## src/rtl/hazard_forwarding_unit.sv

```systemverilog
// Hazard detection and operand forwarding for a 5-stage pipeline, with a
// memory-wait FSM that freezes the pipeline on slow data accesses.
module hazard_forwarding_unit #(
  parameter int NB_REG       = 5,
  parameter int NB_STALL_CNT = 16,
  parameter int MEM_TIMEOUT  = 8
) (
  input  logic                    clk,
  input  logic                    reset,
  input  logic                    enable,
  input  logic [NB_REG-1:0]       rs_1_2,
  input  logic [NB_REG-1:0]       rt_1_2,
  input  logic                    branch_1_2,
  input  logic [NB_REG-1:0]       rs_2_3,
  input  logic [NB_REG-1:0]       rt_2_3,
  input  logic [NB_REG-1:0]       rd_2_3,
  input  logic                    register_write_2_3,
  input  logic                    mem_read_2_3,
  input  logic [NB_REG-1:0]       rd_3_4,
  input  logic                    register_write_3_4,
  input  logic                    mem_read_3_4,
  input  logic                    mem_access_3_4,
  input  logic [NB_REG-1:0]       rd_4_5,
  input  logic                    register_write_4_5,
  input  logic                    mem_ready,
  output logic [1:0]              control_muxA,
  output logic [1:0]              control_muxB,
  output logic [1:0]              control_branchA,
  output logic [1:0]              control_branchB,
  output logic                    stall_if_id,
  output logic                    flush_id_ex,
  output logic                    stall_all,
  output logic                    mem_error,
  output logic [NB_STALL_CNT-1:0] stall_count,
  output logic [1:0]              state
);

  typedef enum logic [1:0] {
    RUN      = 2'b00,
    MEM_WAIT = 2'b01,
    ERROR    = 2'b10
  } state_t;

  localparam logic [7:0] WAIT_LAST = 8'(MEM_TIMEOUT - 1);

  state_t     state_q, state_d;
  logic [7:0] wait_cnt, wait_d;
  logic       load_use, branch_hazard;

  // EX/MEM wins over MEM/WB; register 0 is never forwarded
  function automatic logic [1:0] fwd_sel(input logic [NB_REG-1:0] src,
                                         input logic              mem_ok);
    if (mem_ok && register_write_3_4 && rd_3_4 != '0 && rd_3_4 == src)
      return 2'b01;
    if (register_write_4_5 && rd_4_5 != '0 && rd_4_5 == src)
      return 2'b10;
    return 2'b00;
  endfunction

  always_comb begin
    control_muxA    = fwd_sel(rs_2_3, 1'b1);
    control_muxB    = fwd_sel(rt_2_3, 1'b1);
    control_branchA = fwd_sel(rs_1_2, !mem_read_3_4);
    control_branchB = fwd_sel(rt_1_2, !mem_read_3_4);
  end

  always_comb begin
    load_use = mem_read_2_3 && register_write_2_3 && rd_2_3 != '0 &&
               (rd_2_3 == rs_1_2 || rd_2_3 == rt_1_2);
    branch_hazard = branch_1_2 &&
      ((register_write_2_3 && rd_2_3 != '0 &&
        (rd_2_3 == rs_1_2 || rd_2_3 == rt_1_2)) ||
       (mem_read_3_4 && rd_3_4 != '0 &&
        (rd_3_4 == rs_1_2 || rd_3_4 == rt_1_2)));
  end

  always_ff @(posedge clk or negedge reset) begin
    if (!reset) begin
      state_q  <= RUN;
      wait_cnt <= '0;
    end else begin
      state_q  <= state_d;
      wait_cnt <= wait_d;
    end
  end

  // The wait counter holds the number of MEM_WAIT cycles already spent
  always_comb begin
    state_d = state_q;
    wait_d  = wait_cnt;
    case (state_q)
      RUN: begin
        if (enable && mem_access_3_4 && !mem_ready) begin
          state_d = MEM_WAIT;
          wait_d  = '0;
        end
      end
      MEM_WAIT: begin
        if (enable) begin
          if (mem_ready) begin
            state_d = RUN;
          end else begin
            wait_d = wait_cnt + 8'd1;
            if (wait_cnt >= WAIT_LAST) state_d = ERROR;
          end
        end
      end
      ERROR:   state_d = ERROR;
      default: state_d = RUN;
    endcase
  end

  always_comb begin
    stall_all = 1'b0;
    case (state_q)
      RUN:      stall_all = mem_access_3_4 && !mem_ready;
      MEM_WAIT: stall_all = !mem_ready;
      ERROR:    stall_all = 1'b1;
      default:  stall_all = 1'b0;
    endcase
    stall_if_id = (state_q == RUN) && !stall_all && (load_use || branch_hazard);
    flush_id_ex = stall_if_id;
    mem_error   = (state_q == ERROR);
  end

  always_ff @(posedge clk or negedge reset) begin
    if (!reset) begin
      stall_count <= '0;
    end else if (enable && (stall_if_id || stall_all) && stall_count != '1) begin
      stall_count <= stall_count + {{(NB_STALL_CNT-1){1'b0}}, 1'b1};
    end
  end

  assign state = state_q;

endmodule

```

## config.mk

```make
export PLATFORM = sky130hd
export DESIGN_NAME = hazard_forwarding_unit
export DESIGN_NICKNAME = d
export VERILOG_FILES = /design/src/rtl/hazard_forwarding_unit.sv
export SDC_FILE = /design/constraint.sdc
export NUM_CORES = 1
export LEC_CHECK = 0
export ABC_AREA = 1
export CAP_MARGIN = 20
export CORE_MARGIN = 2
export CORE_UTILIZATION = 40
export DETAILED_ROUTE_END_ITERATION = 16
export GPL_TIMING_DRIVEN = 0
export PLACE_DENSITY = 0.7
export SLEW_MARGIN = 20
export SYNTH_ARGS = -nofsm -noshare
export SYNTH_HDL_FRONTEND = slang
export SYNTH_SLANG_ARGS = --single-unit
```

## constraint.sdc

```tcl
create_clock -name clk -period 4.2 [get_ports clk]
set_input_delay 1.05 -clock clk [delete_from_list [all_inputs] [get_ports clk]]
set_output_delay 1.05 -clock clk [all_outputs]
set_load 0.02 [all_outputs]
```

# After elaboration in Yosys (flattened, before gate mapping)
# Index checks and enable logic that the tools add are counted.
# totals
regBits,26
out_inout_bits,30
inputBits,46
# classes
add_sub_neg,2
magnitude_cmp,1
muxes,38
n_reduce_logical,42
eq_ne,17
# ops
operator,count
$eq 5x5->1,10
$mux 2,20
$logic_and 1x1->1,27
$mux 8,3
$add 16x1->16 const B,1
$ne 16x16->1 const B,1
$pmux 8 s2,1
$reduce_bool 5->1,3
$mux 1,12
$add 8x1->8 const B,1
$ge 8x3->1 const B,1
$ne 2x2->1 const B,3
$pmux 2 s3,1
$logic_or 1x1->1,5
$reduce_and 4->1,1
$logic_not 1->1,3
$ne 3x3->1 const B,1
$pmux 1 s3,1
$reduce_and 3->1,1
$eq 2x1->1 const B,1
$eq 2x2->1 const B,1
$logic_not 2->1,1
$reduce_bool 2->1,1

# Logic depth before layout (Yosys ltp)
# Gate-level depths: netlist of run 1.
# depth
ltp_word,10
depth_mapped,15

# Worst setup path before layout of run 1
# No wires, ideal clock.
# synth_path
kind,input to output
from,in rd_3_4[0]
to,out control_muxA[1]
t_arrival_ps,2456
cell_stages,5
required_ps,3150
path_slack_ps,694
path_cell_list,buf_4 -> xnor2_1 -> nand3_1 -> nor4_1 -> nor2_1
# synth_via
elab_chain_cells,5
word_cells_on_any_way,6
cone_classes,1 x eq/ne; 2 x mux; 3 x reduce/logical
# synth_lines
element,line,source
start: declaration,19,"input logic [NB_REG-1:0] rd_3_4,"
$reduce_bool 5->1,53,if (mem_ok && register_write_3_4 && rd_3_4 != '0 && rd_3_4 == src)
$logic_and 1x1->1,53,
$logic_and 1x1->1 (*),53,
$mux 1 (*),53,
$mux 2 (*),55,if (register_write_4_5 && rd_4_5 != '0 && rd_4_5 == src)
end: declaration,26,"output logic [1:0] control_muxA,"
# Every way passes the cells marked *; elsewhere a longest branch is shown, timed or not.

# Worst setup path after layout of run 1
# layout_path
from,in rs_1_2[1]
to,out control_branchA[1]
# layout_via
elab_chain_cells,6
word_cells_on_any_way,10
cone_classes,2 x eq/ne; 6 x mux; 2 x reduce/logical
# layout_lines
element,line,source
start: declaration,11,"input logic [NB_REG-1:0] rs_1_2,"
$eq 5x5->1,55,
$logic_and 1x1->1,55,
$mux 1 (2 in a row),55,
$mux 2,57,return 2'b00;
$mux 2 (*),55,
end: declaration,28,"output logic [1:0] control_branchA,"
# Every way passes the cells marked *; elsewhere a longest branch is shown, timed or not. The select of a mux whose other input is x is not followed.

==> impl_metrics.env, run 1 <==
export IMPL_whs_path_depth=2
export IMPL_finalWorstSetupSlack_ps=274.1
export IMPL_clk_root_buffer_cell="clkbuf_8"
export IMPL_ys_seq_area_frac=0.2682
export IMPL_path_cells="clkdlybuf4s50_1 -> xor2_1 -> nor4_1 -> nand3_1 -> nor2_1 -> clkdlybuf4s50_1"
export IMPL_placed_cell_area_sq_mm=0.003166
export IMPL_p_sw_uw=236.7
export IMPL_netlist_area_sq_mm=0.002426
export IMPL_worstPathArrival_ps=2880
export IMPL_crit_family="buffers and inverters"
export IMPL_synth_cell_types=34
export IMPL_grt_pass1_wl_um=10330
export IMPL_startpoint="rs_1_2[1]"
export IMPL_finalMaxSlewViolations=0
export IMPL_grt_total_usage=0.1938
export IMPL_pre_cts_slack_ps=-32.30
export IMPL_worstPathRequired_ps=3150
export IMPL_cts_max_path_buffers=2
export IMPL_r2r_cells=9
export IMPL_cpPeakStageDelay_ps=610
export IMPL_min_to="stall_count[1]"
export IMPL_start_util=0.4122
export IMPL_antenna_found_initial=0
export IMPL_die_y_um=81.88
export IMPL_postLayoutCellArea_sq_mm=0.003211
export IMPL_setup_viol=0
export IMPL_regToRegEndpoint="stall_count[9]"
export IMPL_min_period_ps=3926
export IMPL_slowest_stage="clkdlybuf4s50_1"
export IMPL_gp_congestion=0.8350
export IMPL_placementRows=28
export IMPL_vias=2472
export IMPL_diodes=0
export IMPL_worst_slew_pin_transition_ps=600.7
export IMPL_vias_per_cell=4.905
export IMPL_reg2reg_setup_slack_ps=2260
export IMPL_worst_path_max_fanout=4
export IMPL_grt_pass1_vias=2248
export IMPL_ir_drop_uv=223.2
export IMPL_routed_wirelength_um=6216
export IMPL_ios=76
export IMPL_grt_overflow=0
export IMPL_hold_viol=0
export IMPL_p_int_uw=459.1
export IMPL_rsz0062_at_grt="no"
export IMPL_syn_nets=409
export IMPL_maxCapViolations=0
export IMPL_grt_max_degree=27
export IMPL_outcome="finished, final reports clean"
export IMPL_layout_drive_gt1_share=0.08858
export IMPL_htree_num_levels=1
export IMPL_clock_skew_ps=6.849
export IMPL_p_per_area_mw_per_mm2=216.7
export IMPL_drt_initial_drc_count=146
export IMPL_netlist_instances=361
export IMPL_whs_ps=536.4
export IMPL_slew_headroom=0.5995
export IMPL_setup_tns_ps=0
export IMPL_final_nets=479
export IMPL_critPathCaptureType="primary output"
export IMPL_fin_crit_sh=0.9347
export IMPL_core_area_sq_mm=0.005886
export IMPL_postCtsSetupBuffers=0
export IMPL_clkSinkCount=26
export IMPL_wl_per_cell_um=12.33
export IMPL_detail_route_antenna_nets=0
export IMPL_min_path_type="reg2reg"
export IMPL_clock_latency_ps=270
export IMPL_pwr_share_seq=0.436
export IMPL_swShare=0.3401
export IMPL_cts_tree="done"
export IMPL_leakage_nw=1.625
export IMPL_timing_fmax_mhz=254.7
export IMPL_cts_clk_slew_worst_paths_ps=80
export IMPL_yosysWarnings=0
export IMPL_die_w_um=81.88
export IMPL_cp_common_cell="clkdlybuf4s50_1"
export IMPL_pwr_share_comb=0.363
export IMPL_dieArea_sq_mm=0.006704
export IMPL_avgSynthCellArea_sq_um=6.720
export IMPL_worstHoldStart="stall_count[1]"
export IMPL_critical_path_buf_inv_count=2
export IMPL_worstSetupPathType="in2out"
export IMPL_first_pass_iters=4
export IMPL_port_buffer_count=65
export IMPL_numCtsBuffers=3
export IMPL_drc=0
export IMPL_place_hpwl_um=4966
export IMPL_clkPwrFrac=0.201
export IMPL_worstReg2RegStart="stall_count[0]"
export IMPL_area_delta_synth_final_pct=32.34
export IMPL_critPathLaunchType="input pin"
export IMPL_ys_ff_latch=26
export IMPL_fill_cells=586
==> worst max path at each step <==
stage	slack, ps	depth (start not counted)	to
floorplan	690	5	control_muxA[1]
global placement	-5	13	stall_if_id
detailed placement	-30	13	stall_if_id
CTS	30	13	stall_if_id
global route	190	6	control_branchA[1]
finish	270	6	control_branchA[1]
==> power groups by stage <==
stage	combinational [mW]	sequential [mW]	clock, mW
5_1_grt	0.279	0.308	0.158
3_3_place_gp	0.250	0.307	0
4_1_cts	0.255	0.304	0.144
2_1_floorplan	0.117	0.328	0
6_report	0.253	0.303	0.140
3_5_place_dp	0.255	0.308	0
==> flip-flops by register name, indices dropped and copies added, names as in the netlist <==
name         flops
stall_count     16
state            2
wait_cnt         8
==> layout make-up <==
class                           instances  area [sq um]  area share
Buffer                                 15         90.09     0.02806
Tap cell                               75         93.84     0.02923
Multi-Input combinational cell        272          1505      0.4688
Inverter                               48         180.2     0.05612
Timing Repair Buffer                   65         649.4      0.2023
Clock buffer                            3         41.29     0.01286
Sequential cell                        26         650.6      0.2026
==> routing by layer <==
layer | vias to the layer above | track usage | wire length (um)
li1 | 1287 | - | -
met3 | 4 | 0.02637 | 217
met5 | - | 0 | 0
met2 | 45 | 0.3325 | 3006
met1 | 1136 | 0.2644 | 2951
met4 | 0 | 0.02833 | 40
==> cell usage in the layout (no fill, tap or decap), types with 6 or more instances in the layout <==
cell	n
xnor2_1	22
o21ai_0	7
clkdlybuf4s50_1	61
nand4_1	23
inv_2	11
dfrtp_1	26
inv_1	37
nor3_1	6
buf_4	7
nor4_1	6
nand3_1	18
nor2_1	35
xor2_1	26
nand2_1	98
==> through the flow <==
stage,cells,power [mW],utilization
floorplan,361,0.4445,-
global placement,501,0.5574,0.5387
detailed placement,501,0.5630,0.5378
CTS,504,0.7030,0.5446
global route,504,0.7441,0.5455
finish,504,0.6958,0.5455
==> worst min-delay path: stages (launching register included) <==
cell and delay [ps]:
dfrtp_1 390, nand2_1 60, nand2_1 50
==> repair_timing <==
item / 4_1_cts / 5_1_grt
hold buffers: 0 / 0
endpoints found under the setup margin: 1 / 2
resized for setup: 1 / 2
==> logic make-up (layout without fill, tap and decap cells) <==
kind of cell,count (synthesis),after routing,share of synthesized area
xor gates and xnor gates,48,48,0.1733
buffers and inverters,63,131,0.1114
and+or+nand+nor,204,204,0.3951
DFF,26,26,0.2682
adders and majority gates,2,2,0.01031
AOI/OAI and AO/OA,18,18,0.04178
==> cell usage after synthesis <==
library cell,count,share of area
o22ai_1,1,0.0026
nor4_1,6,0.015
nor2_2,2,0.0052
inv_2,11,0.017
o21ai_0,7,0.014
buf_1,2,0.0031
or2_1,1,0.0026
nand2_2,5,0.013
or3_1,1,0.0026
or2_2,2,0.0052
buf_4,7,0.022
o21ai_1,3,0.0062
nor2_1,35,0.054
o41ai_1,1,0.0036
clkbuf_1,5,0.0077
dfrtp_1,26,0.27
nand3_1,18,0.037
nand3_2,2,0.0083
nand2_4,1,0.0046
nand4_1,23,0.059
ha_1,2,0.010
nand2_1,98,0.15
a21oi_1,4,0.0083
nand3_4,1,0.0072
o21bai_1,1,0.0031
nor2_4,1,0.0046
nor3_1,6,0.012
xor2_1,26,0.094
nand4_4,1,0.0088
nor3b_1,1,0.0031
buf_6,1,0.0046
inv_1,37,0.057
xnor2_1,22,0.079
o2111ai_1,1,0.0036
No activity file was read; power rests on OpenSTA's default activity.
==> run 2, diff against run 1 <==
--- a/config.mk
+++ b/config.mk
@@ -6,6 +6,7 @@
 export NUM_CORES = 1
 export LEC_CHECK = 0
 export ABC_AREA = 1
+export ABC_CLOCK_PERIOD_IN_PS = 4200
 export CAP_MARGIN = 20
 export CORE_MARGIN = 2
 export CORE_UTILIZATION = 40
==> results of run 2 <==
No change in the layout: final DEF, timing and power equal those of run 1.
